### src/rtl/demux1x2_8bit_stream_pkg.sv
// -----------------------------------------------------------------------------
// demux1x2_8bit_stream_pkg
//   Shared definitions for the 1-to-2 stream demultiplexer:
//   - default data / counter widths
//   - named steering and mode constants
//   - the two-state holding-slot state type
//   - a helper that says whether a slot can take a new word this cycle
// -----------------------------------------------------------------------------
package demux1x2_8bit_stream_pkg;

    localparam int DEF_WIDTH = 8;
    localparam int DEF_CNT_W = 8;

    // Target output selection values
    localparam logic SEL_OUT0 = 1'b0;
    localparam logic SEL_OUT1 = 1'b1;

    // Steering mode values
    localparam logic MODE_SEL = 1'b0;   // route by inSel
    localparam logic MODE_ALT = 1'b1;   // alternate out0, out1, out0, ...

    typedef enum logic {
        SLOT_EMPTY = 1'b0,
        SLOT_FULL  = 1'b1
    } slot_state_e;

    // A slot can take a word when it is empty, or when its current word is
    // leaving on this same edge (pass-through refill).
    function automatic logic slot_can_take(input logic valid, input logic ready);
        return !valid || ready;
    endfunction

endpackage

### src/rtl/demux1x2_8bit_stream_out_slot_reg.sv
// -----------------------------------------------------------------------------
// demux1x2_8bit_stream_out_slot_reg
//   One-entry valid/ready holding register with a handshake counter.
//   The upstream logic only asserts load when the slot can take a word
//   (empty, or draining on the same edge).
//
// Ports:
//   clk        in   clock, rising edge
//   rstN       in   asynchronous active-low reset
//   load       in   write load_data into the slot on the next edge
//   load_data  in   [WIDTH] word to store
//   out_valid  out  slot holds a word
//   out_data   out  [WIDTH] held word
//   out_ready  in   consumer takes the word this cycle
//   cnt        out  [CNT_W] completed output handshakes, wraps
// -----------------------------------------------------------------------------
module demux1x2_8bit_stream_out_slot_reg
    import demux1x2_8bit_stream_pkg::*;
#(
    parameter int WIDTH = DEF_WIDTH,
    parameter int CNT_W = DEF_CNT_W
) (
    input  logic             clk,
    input  logic             rstN,
    input  logic             load,
    input  logic [WIDTH-1:0] load_data,
    output logic             out_valid,
    output logic [WIDTH-1:0] out_data,
    input  logic             out_ready,
    output logic [CNT_W-1:0] cnt
);

    slot_state_e      state_q;
    slot_state_e      state_d;
    logic [WIDTH-1:0] data_q;
    logic [CNT_W-1:0] cnt_q;
    logic             drain;

    assign drain = (state_q == SLOT_FULL) && out_ready;

    // Fill wins over drain: a refill on the draining edge keeps the slot full.
    always_comb begin
        // NOTE: every always_comb output gets a default first so no path
        // leaves it unassigned and no latch is inferred.
        state_d = state_q;
        if (load) begin
            state_d = SLOT_FULL;
        end else if (drain) begin
            state_d = SLOT_EMPTY;
        end
    end

    always_ff @(posedge clk or negedge rstN) begin
        // NOTE: sequential state uses non-blocking assignments so every
        // register samples the pre-edge values of the others.
        if (!rstN) begin
            state_q <= SLOT_EMPTY;
        end else begin
            state_q <= state_d;
        end
    end

    // Data is cleared on reset so the output bus reads zero until first fill.
    always_ff @(posedge clk or negedge rstN) begin
        // NOTE: this is a single register, not a memory array, so an async
        // clear costs nothing and gives a deterministic output after reset.
        if (!rstN) begin
            data_q <= '0;
        end else if (load) begin
            data_q <= load_data;
        end
    end

    always_ff @(posedge clk or negedge rstN) begin
        if (!rstN) begin
            cnt_q <= '0;
        end else if (drain) begin
            cnt_q <= cnt_q + CNT_W'(1);
        end
    end

    assign out_valid = (state_q == SLOT_FULL);
    assign out_data  = data_q;
    assign cnt       = cnt_q;

endmodule

### src/rtl/demux1x2_8bit_stream.sv
// -----------------------------------------------------------------------------
// demux1x2_8bit_stream
//   Registered 1-to-2 demultiplexer with valid/ready on the input and on both
//   outputs. Routes serialized products of the shared multiplier back to the
//   real-path (out0) and imaginary-path (out1) accumulators. Each output owns
//   a one-entry holding slot, so a stalled output only blocks words aimed at
//   it; the other output keeps flowing.
//
// Ports:
//   clk        in   clock, rising edge
//   rstN       in   asynchronous active-low reset
//   mode       in   0 = route by inSel, 1 = alternate starting at out0
//   inValid    in   input word present
//   inData     in   [WIDTH] input word
//   inSel      in   target when mode=0 (0 = out0, 1 = out1)
//   inReady    out  input word accepted this cycle (independent of inValid)
//   out0Valid  out  out0 slot holds a word
//   out0Data   out  [WIDTH] out0 word
//   out0Ready  in   consumer 0 takes the word
//   out1Valid  out  out1 slot holds a word
//   out1Data   out  [WIDTH] out1 word
//   out1Ready  in   consumer 1 takes the word
//   cnt0       out  [CNT_W] completed out0 handshakes, wraps
//   cnt1       out  [CNT_W] completed out1 handshakes, wraps
// -----------------------------------------------------------------------------
module demux1x2_8bit_stream
    import demux1x2_8bit_stream_pkg::*;
#(
    parameter int WIDTH = DEF_WIDTH,
    parameter int CNT_W = DEF_CNT_W
) (
    input  logic             clk,
    input  logic             rstN,
    input  logic             mode,
    input  logic             inValid,
    input  logic [WIDTH-1:0] inData,
    input  logic             inSel,
    output logic             inReady,
    output logic             out0Valid,
    output logic [WIDTH-1:0] out0Data,
    input  logic             out0Ready,
    output logic             out1Valid,
    output logic [WIDTH-1:0] out1Data,
    input  logic             out1Ready,
    output logic [CNT_W-1:0] cnt0,
    output logic [CNT_W-1:0] cnt1
);

    logic alt_ptr;
    logic tgt;
    logic accept;
    logic load0;
    logic load1;

    assign tgt = (mode == MODE_ALT) ? alt_ptr : inSel;

    // Ready depends only on the targeted slot, never on the other one.
    assign inReady = (tgt == SEL_OUT0) ? slot_can_take(out0Valid, out0Ready)
                                       : slot_can_take(out1Valid, out1Ready);

    assign accept = inValid && inReady;
    assign load0  = accept && (tgt == SEL_OUT0);
    assign load1  = accept && (tgt == SEL_OUT1);

    // Alternate pointer: cleared whenever the block is in select mode so the
    // first word after entering alternate mode always goes to out0; advances
    // only on an accepted word.
    always_ff @(posedge clk or negedge rstN) begin
        if (!rstN) begin
            alt_ptr <= SEL_OUT0;
        end else if (mode == MODE_SEL) begin
            alt_ptr <= SEL_OUT0;
        end else if (accept) begin
            alt_ptr <= ~alt_ptr;
        end
    end

    demux1x2_8bit_stream_out_slot_reg #(
        .WIDTH (WIDTH),
        .CNT_W (CNT_W)
    ) u_slot0 (
        .clk       (clk),
        .rstN      (rstN),
        .load      (load0),
        .load_data (inData),
        .out_valid (out0Valid),
        .out_data  (out0Data),
        .out_ready (out0Ready),
        .cnt       (cnt0)
    );

    demux1x2_8bit_stream_out_slot_reg #(
        .WIDTH (WIDTH),
        .CNT_W (CNT_W)
    ) u_slot1 (
        .clk       (clk),
        .rstN      (rstN),
        .load      (load1),
        .load_data (inData),
        .out_valid (out1Valid),
        .out_data  (out1Data),
        .out_ready (out1Ready),
        .cnt       (cnt1)
    );

endmodule

### config.mk
export PLATFORM = sky130hd
export DESIGN_NAME = demux1x2_8bit_stream
export DESIGN_NICKNAME = d
export VERILOG_FILES = /design/src/rtl/demux1x2_8bit_stream_pkg.sv /design/src/rtl/demux1x2_8bit_stream_out_slot_reg.sv /design/src/rtl/demux1x2_8bit_stream.sv
export SDC_FILE = /design/constraint.sdc
export NUM_CORES = 1
export LEC_CHECK = 0
export CAP_MARGIN = 0
export CORE_MARGIN = 8
export CORE_UTILIZATION = 35
export CTS_CLUSTER_SIZE = 30
export DETAILED_ROUTE_END_ITERATION = 8
export SETUP_SLACK_MARGIN = 0.05
export SLEW_MARGIN = 20
export SYNTH_ARGS = -nofsm -noshare
export SYNTH_HDL_FRONTEND = slang
export SYNTH_SLANG_ARGS = --single-unit
### constraint.sdc
create_clock -name clk -period 1.6 [get_ports clk]
set_input_delay 0.32 -clock clk [delete_from_list [all_inputs] [get_ports clk]]
set_output_delay 0.32 -clock clk [all_outputs]
set_load 0.01 [all_outputs]
; Word-level counts from Yosys, hierarchy flattened
; Cells that the tools add are included.
[word_totals]
input_bits = 15
elab_cells = 31
regBits = 35
[classes]
addsub = 2
n_reduce_logical = 11
bitwise_logic = 2
mux = 8
eq_ne = 1
[op_table]
columns = cell, count
row1 = 8-bit by 1-bit adder with 8-bit output (second input constant), 2
row2 = 1-bit 2-to-1 mux, 8
row3 = 1-bit logical AND, 5
row4 = 2-bit nonzero test, 2
row5 = 1-bit logical NOT, 2
row6 = 1-bit logical OR, 2
row7 = 2-bit by 1-bit != test with 1-bit output (second input constant), 1
row8 = 1-bit NOT, 2

; Depth between registers and ports, before layout
[depth]
ltp_word = 6
ltp_mapped = 5
ltp_nobuf = 5

; Modules after synthesis
; Synthesis repeated with hierarchy kept, for this count alone.
[unflattened]
hier_cells = 110
hier_area_um2 = 1488.9
[by_module_without_submodules]
columns = mod, area_per_inst_um2, n_inst, cells_each
row1 = demux1x2_8bit_stream_out_slot_reg, 696.9, 2, 49
row2 = demux1x2_8bit_stream, 95.1, 1, 12

; Worst setup path before layout
; OpenSTA, ideal clock, no wires.
[synth_timing]
path_type = reg2reg
startpoint = register alt_ptr
endpoint = register u_slot1.data_q[0] (netlist: u_slot1.out_data[0])
path_stages_with_launch = 5
arrival_ns = 1.172
t_required_ns = 1.475
path_buffers = 1
setup_slack_ns = 0.303
path_cell_list = dfrtp_1 -> mux2i_1 -> nand3b_1 -> buf_6 -> mux2_2
[synth_via]
elab_chain_cells = 4
[synth_rtl]
columns = element, line_no
row1 = "start, declared", demux1x2_8bit_stream.sv:49  ; logic alt_ptr;
row2 = "start signal, assigned", demux1x2_8bit_stream.sv:74  ; alt_ptr <= ~alt_ptr;
row3 = 1-bit 2-to-1 mux *, demux1x2_8bit_stream.sv:55  ; assign tgt = (mode == MODE_ALT) ? alt_ptr : inSel;
row4 = 1-bit 2-to-1 mux, demux1x2_8bit_stream.sv:58  ; assign inReady = (tgt == SEL_OUT0) ? slot_can_take(out0Valid, out0Ready)
row5 = 1-bit logical AND, demux1x2_8bit_stream.sv:61  ; assign accept = inValid && inReady;
row6 = 1-bit logical AND *, demux1x2_8bit_stream.sv:63  ; assign load1 = accept && (tgt == SEL_OUT1);
row7 = "end signal, assigned", demux1x2_8bit_stream_out_slot_reg.sv:70  ; data_q <= load_data;
row8 = "end, declared", demux1x2_8bit_stream_out_slot_reg.sv:35  ; logic [WIDTH-1:0] data_q;
; Every way passes the cells marked *; elsewhere a longest branch is shown, timed or not.
; A chain may end at the register's enable or synchronous reset.

; Final worst setup path
[layout_timing]
startpoint = register alt_ptr
endpoint = output port inReady
[layout_via]
elab_chain_cells = 2
[layout_rtl]
columns = element, line_no
row1 = 1-bit 2-to-1 mux, demux1x2_8bit_stream.sv:55
row2 = 1-bit 2-to-1 mux, demux1x2_8bit_stream.sv:58
row3 = "end, declared", demux1x2_8bit_stream.sv:38  ; output logic inReady,
; No other way between the ends.

==> run summary <==
The flow ran to the end, but the final reports show violations. The final reports fail on setup timing. The number of antenna diodes in the final layout is 0. The run gives 5 as the CTS buffer count. The synthesized netlist occupies a cell area of 1420 um2. Synthesis handed over a netlist of 104 instances.

The proportion of synthesized area in mux cells was 15.8%. In this run the cell area measured after placement is 2060 um2. The die is 79.7 um tall. Root buffer cell: sky130_fd_sc_hd__clkbuf_8. The worst register-to-register path begins at alt_ptr$_DFFE_PN0P_. STA classifies the critical path endpoint as an output port. After clock tree synthesis, the clock-pin slew on the worst setup and hold paths is 0.07 ns.

The die is 79.7 um wide. The actual transition at the worst max-transition pin is 0.572 ns, and the worst-case setup margin in the final layout is -0.0537 ns. The H-tree was split into 2 levels.

Largest family of logic cells by synthesized area: multiplexers. Once detail routing completed, the nets flagged for antenna violations numbered 0. Setup repair after global routing could not meet its margin everywhere.

The proportion of layout cells with a drive suffix above 1 was 30.8%. After the last flow step, the layout net total stands at 198. IR analysis of the VDD net gives a maximum drop of 0.000646 V.

The highest clock rate came out at 605 MHz. The number of remaining DRC errors is 0, and the sequential share of the synthesized area is 61.6%. Synthesized-area fraction occupied by adder cells: 1.76%. The detailed router finished its first iteration with 41 violations.

The logs give 0.13 ns for the reg-to-reg setup timing slack and 41.9% for the sequential power share. The final hold violation count came out at 0. The areal power density over the cells was 1370 nW/um2; the number of core rows was 23. Required time of the worst setup path: 1.28 ns. The insertion delay of the later-clocked pin in the worst-skew pair was 0.29 ns; the synthesized area per cell was 13.7 um2. Between clock sinks in the finished design, the worst skew comes to 0.00453 ns. Net switching is 30.8% of the power. The category of the worst setup path launch point was a flip-flop.

Synthesis produced a netlist with a net count of 121. Yosys printed 0 warnings. In this run the worst setup path terminates at inReady. The congestion estimate from routability-driven global placement came to 0.709. Of all cell types, the one taking the most synthesized area is sky130_fd_sc_hd__dfrtp_1.

Along the worst path, the maximum fanout reaches 2. The finished cells cover 2250 um2. The tools report the maximum count of clock buffers along a single path as 2.

The first global-routing pass estimated 5.61 mm of wire. Combinational logic burns 38.3% of the power. The starting utilization of the core area is 36.1%. The path class of the tightest hold or removal check is in2async. The worst register-to-register path ends at u_slot1.out_data[2]$_DFFE_PN0P_.

Dividing the detail-routed wire length by the instance count gives 14.9 um. From synthesis to final layout, the design area changed by 58.5%. In this run, synthesis produced a sequential element count of 35.

The critical path is of the reg2out type. Of the total power, the clock network draws 19.8%. The tools report the number of endpoints failing setup at the final stage as 1. After Yosys synthesis, and, or, nand and nor cells account for 9.77% of the synthesized area. Largest net degree at the start of global routing: 26.

The path depth of the worst reg2reg path came out at 5. The power after layout is 3.09 mW. Summed over all nets, the switching power comes to 951 uW. The number of library cell types mapped by synthesis came out at 18. By area the synthesized netlist is led by sky130_fd_sc_hd__dfrtp_1 (62%), sky130_fd_sc_hd__mux2_2 (15%), sky130_fd_sc_hd__xnor2_1 (5.5%). Internal power comes to 2.14 mW. TritonCTS built the clock tree.

Global routing used 11.5% of the available tracks across all layers. The initial antenna violation count is 0. The die covers 6360 um2.

The final critical path takes up 103% of the cycle. Wires add up to 3.45 mm. After synthesis, the largest area contributor takes up 61.6% of total cell area.

Before antenna repair, the detailed router went through 4 iterations. The launch point of the worst path was alt_ptr$_DFFE_PN0P_. The tools report the via count of the first global-routing pass as 1,202.

For this design the static power due to leakage is 1.20 nW. Global routing finished with a remaining overflow of 0. The minimum clock period was 1.65 ns.

After Yosys synthesis, XOR and XNOR cells account for 8.63% of the synthesized area. The number of sinks on the clock net is 35, and the share of the synthesized area in compound gates (AO/OA/AOI/OAI) is 0.880%. The area of the placeable core was 3940 um2; the mean number of vias per cell was 4.58. The relative max-transition margin was 61.9%. The number of port buffers is 49. The run gives 1,063 as the detailed-route via count. The logs give 0 for the max-slew violation count and 2.67 mm for the HPWL reported at the end of detailed placement.

Data arrives at the worst endpoint at 1.33 ns. For this design the top-level I/O count stands at 50. The number of max-capacitance violations reported was 0.
==> cell usage in the layout (no fill, tap or decap), drive strengths merged <==
| master | synthesis | routed |
|---|---|---|
| buf | 2 | 25 |
| a21oi | 1 | 1 |
| clkbuf | 0 | 5 |
| o21a | 1 | 1 |
| xnor2 | 9 | 9 |
| nand2b | 2 | 2 |
| mux2 | 19 | 19 |
| nand3b | 1 | 1 |
| nand3 | 6 | 6 |
| dlygate4sd2 | 0 | 11 |
| and3 | 2 | 2 |
| clkdlybuf4s50 | 0 | 23 |
| dfrtp | 35 | 35 |
| clkinv | 0 | 3 |
| mux2i | 1 | 1 |
| nand2 | 10 | 10 |
| nor3 | 2 | 2 |
| xor2 | 5 | 5 |
| dlymetal6s2s | 0 | 13 |
| nor2 | 4 | 4 |
| nand4 | 2 | 2 |
| ha | 2 | 2 |
==> synth_stat cells, drive strengths merged <==
library cell,number
a21oi,1
xor2,5
nand2,10
nor2,4
and3,2
buf,2
nand3b,1
mux2i,1
xnor2,9
nand4,2
ha,2
nor3,2
mux2,19
nand3,6
o21a,1
dfrtp,35
nand2b,2
==> sequential cells by signal (all words and copies together), names as in the netlist <==
signal and count:
u_slot1.cnt 8, u_slot0.out_valid 1, u_slot1.out_valid 1, u_slot1.out_data 8, u_slot0.out_data 8, u_slot0.cnt 8, alt_ptr 1
==> area by class of cell <==
cell class	instances	area, um2
tap	50	62.6
multi-input combinational	67	549
timing repair buffer	72	682
clock buffer	5	68.8
clock inverter	3	15.0
fill	342	1690
sequential	35	876
==> metal layers <==
| layer | track usage [%] | vias to the layer above | share of wire [%] |
|---|---|---|---|
| met3 | 6.53 | 5 | 10 |
| met1 | 12.1 | 512 | 41 |
| met4 | 4.44 | 0 | 1.4 |
| met2 | 18.7 | 41 | 48 |
| met5 | 0 | - | 0 |
| li1 | - | 505 | - |
==> metrics by stage <==
step	cells	setup TNS, ns	setup slack, ns	hold WS [ns]	util [%]
floorplan	104	0	0.303	0.0244	-
global placement	216	-6.25	-0.617	0.344	52.2
detailed placement	216	-6.41	-0.614	0.350	52.2
CTS	231	-0.103	-0.103	0.0401	55.4
global route	232	-0.110	-0.110	0.0621	57.2
finish	232	-0.0537	-0.0537	0.0243	57.2
==> power groups by stage <==
| stage | combinational, mW | sequential (mW) | clock [mW] |
|---|---|---|---|
| floorplan | 0.325 | 1.44 | 0 |
| global placement | 1.08 | 1.35 | 0 |
| detailed placement | 1.10 | 1.37 | 0 |
| CTS | 1.22 | 1.30 | 0.633 |
| global route | 1.30 | 1.33 | 0.684 |
| finish | 1.18 | 1.30 | 0.611 |
==> critical path, cell delays in order (launching register included) <==
cell                      delay, ns
sky130_fd_sc_hd__dfrtp_1       0.40
sky130_fd_sc_hd__mux2i_2       0.20
sky130_fd_sc_hd__mux2_4        0.33
sky130_fd_sc_hd__buf_6         0.12
==> how the worst min path moves through the flow <==
stage	from	to	cells after the start
floorplan	rstN	alt_ptr$_DFFE_PN0P_	0
global placement	rstN	u_slot1.out_data[2]$_DFFE_PN0P_	1
detailed placement	rstN	u_slot1.out_data[5]$_DFFE_PN0P_	1
CTS	rstN	u_slot1.out_data[5]$_DFFE_PN0P_	1
global route	rstN	u_slot1.out_data[5]$_DFFE_PN0P_	1
finish	rstN	u_slot1.out_data[5]$_DFFE_PN0P_	1
==> logic make-up after synthesis <==
family                     after synthesis
buffers and inverters                    2
DFF                                     35
xor gates and xnor gates                14
muxes                                   20
adders and majority gates                2
AOI/OAI and AO/OA                        2
and+or+nand+nor                         29
==> timing repair <==
action	CTS	global route
hold endpoints to repair	0	0
buffers inserted	7	2
gates cloned	0	0
resized for setup	16	19
hold buffers	0	0
setup endpoints to repair	34	17
Note: power is estimated with default switching activity, not from simulation.
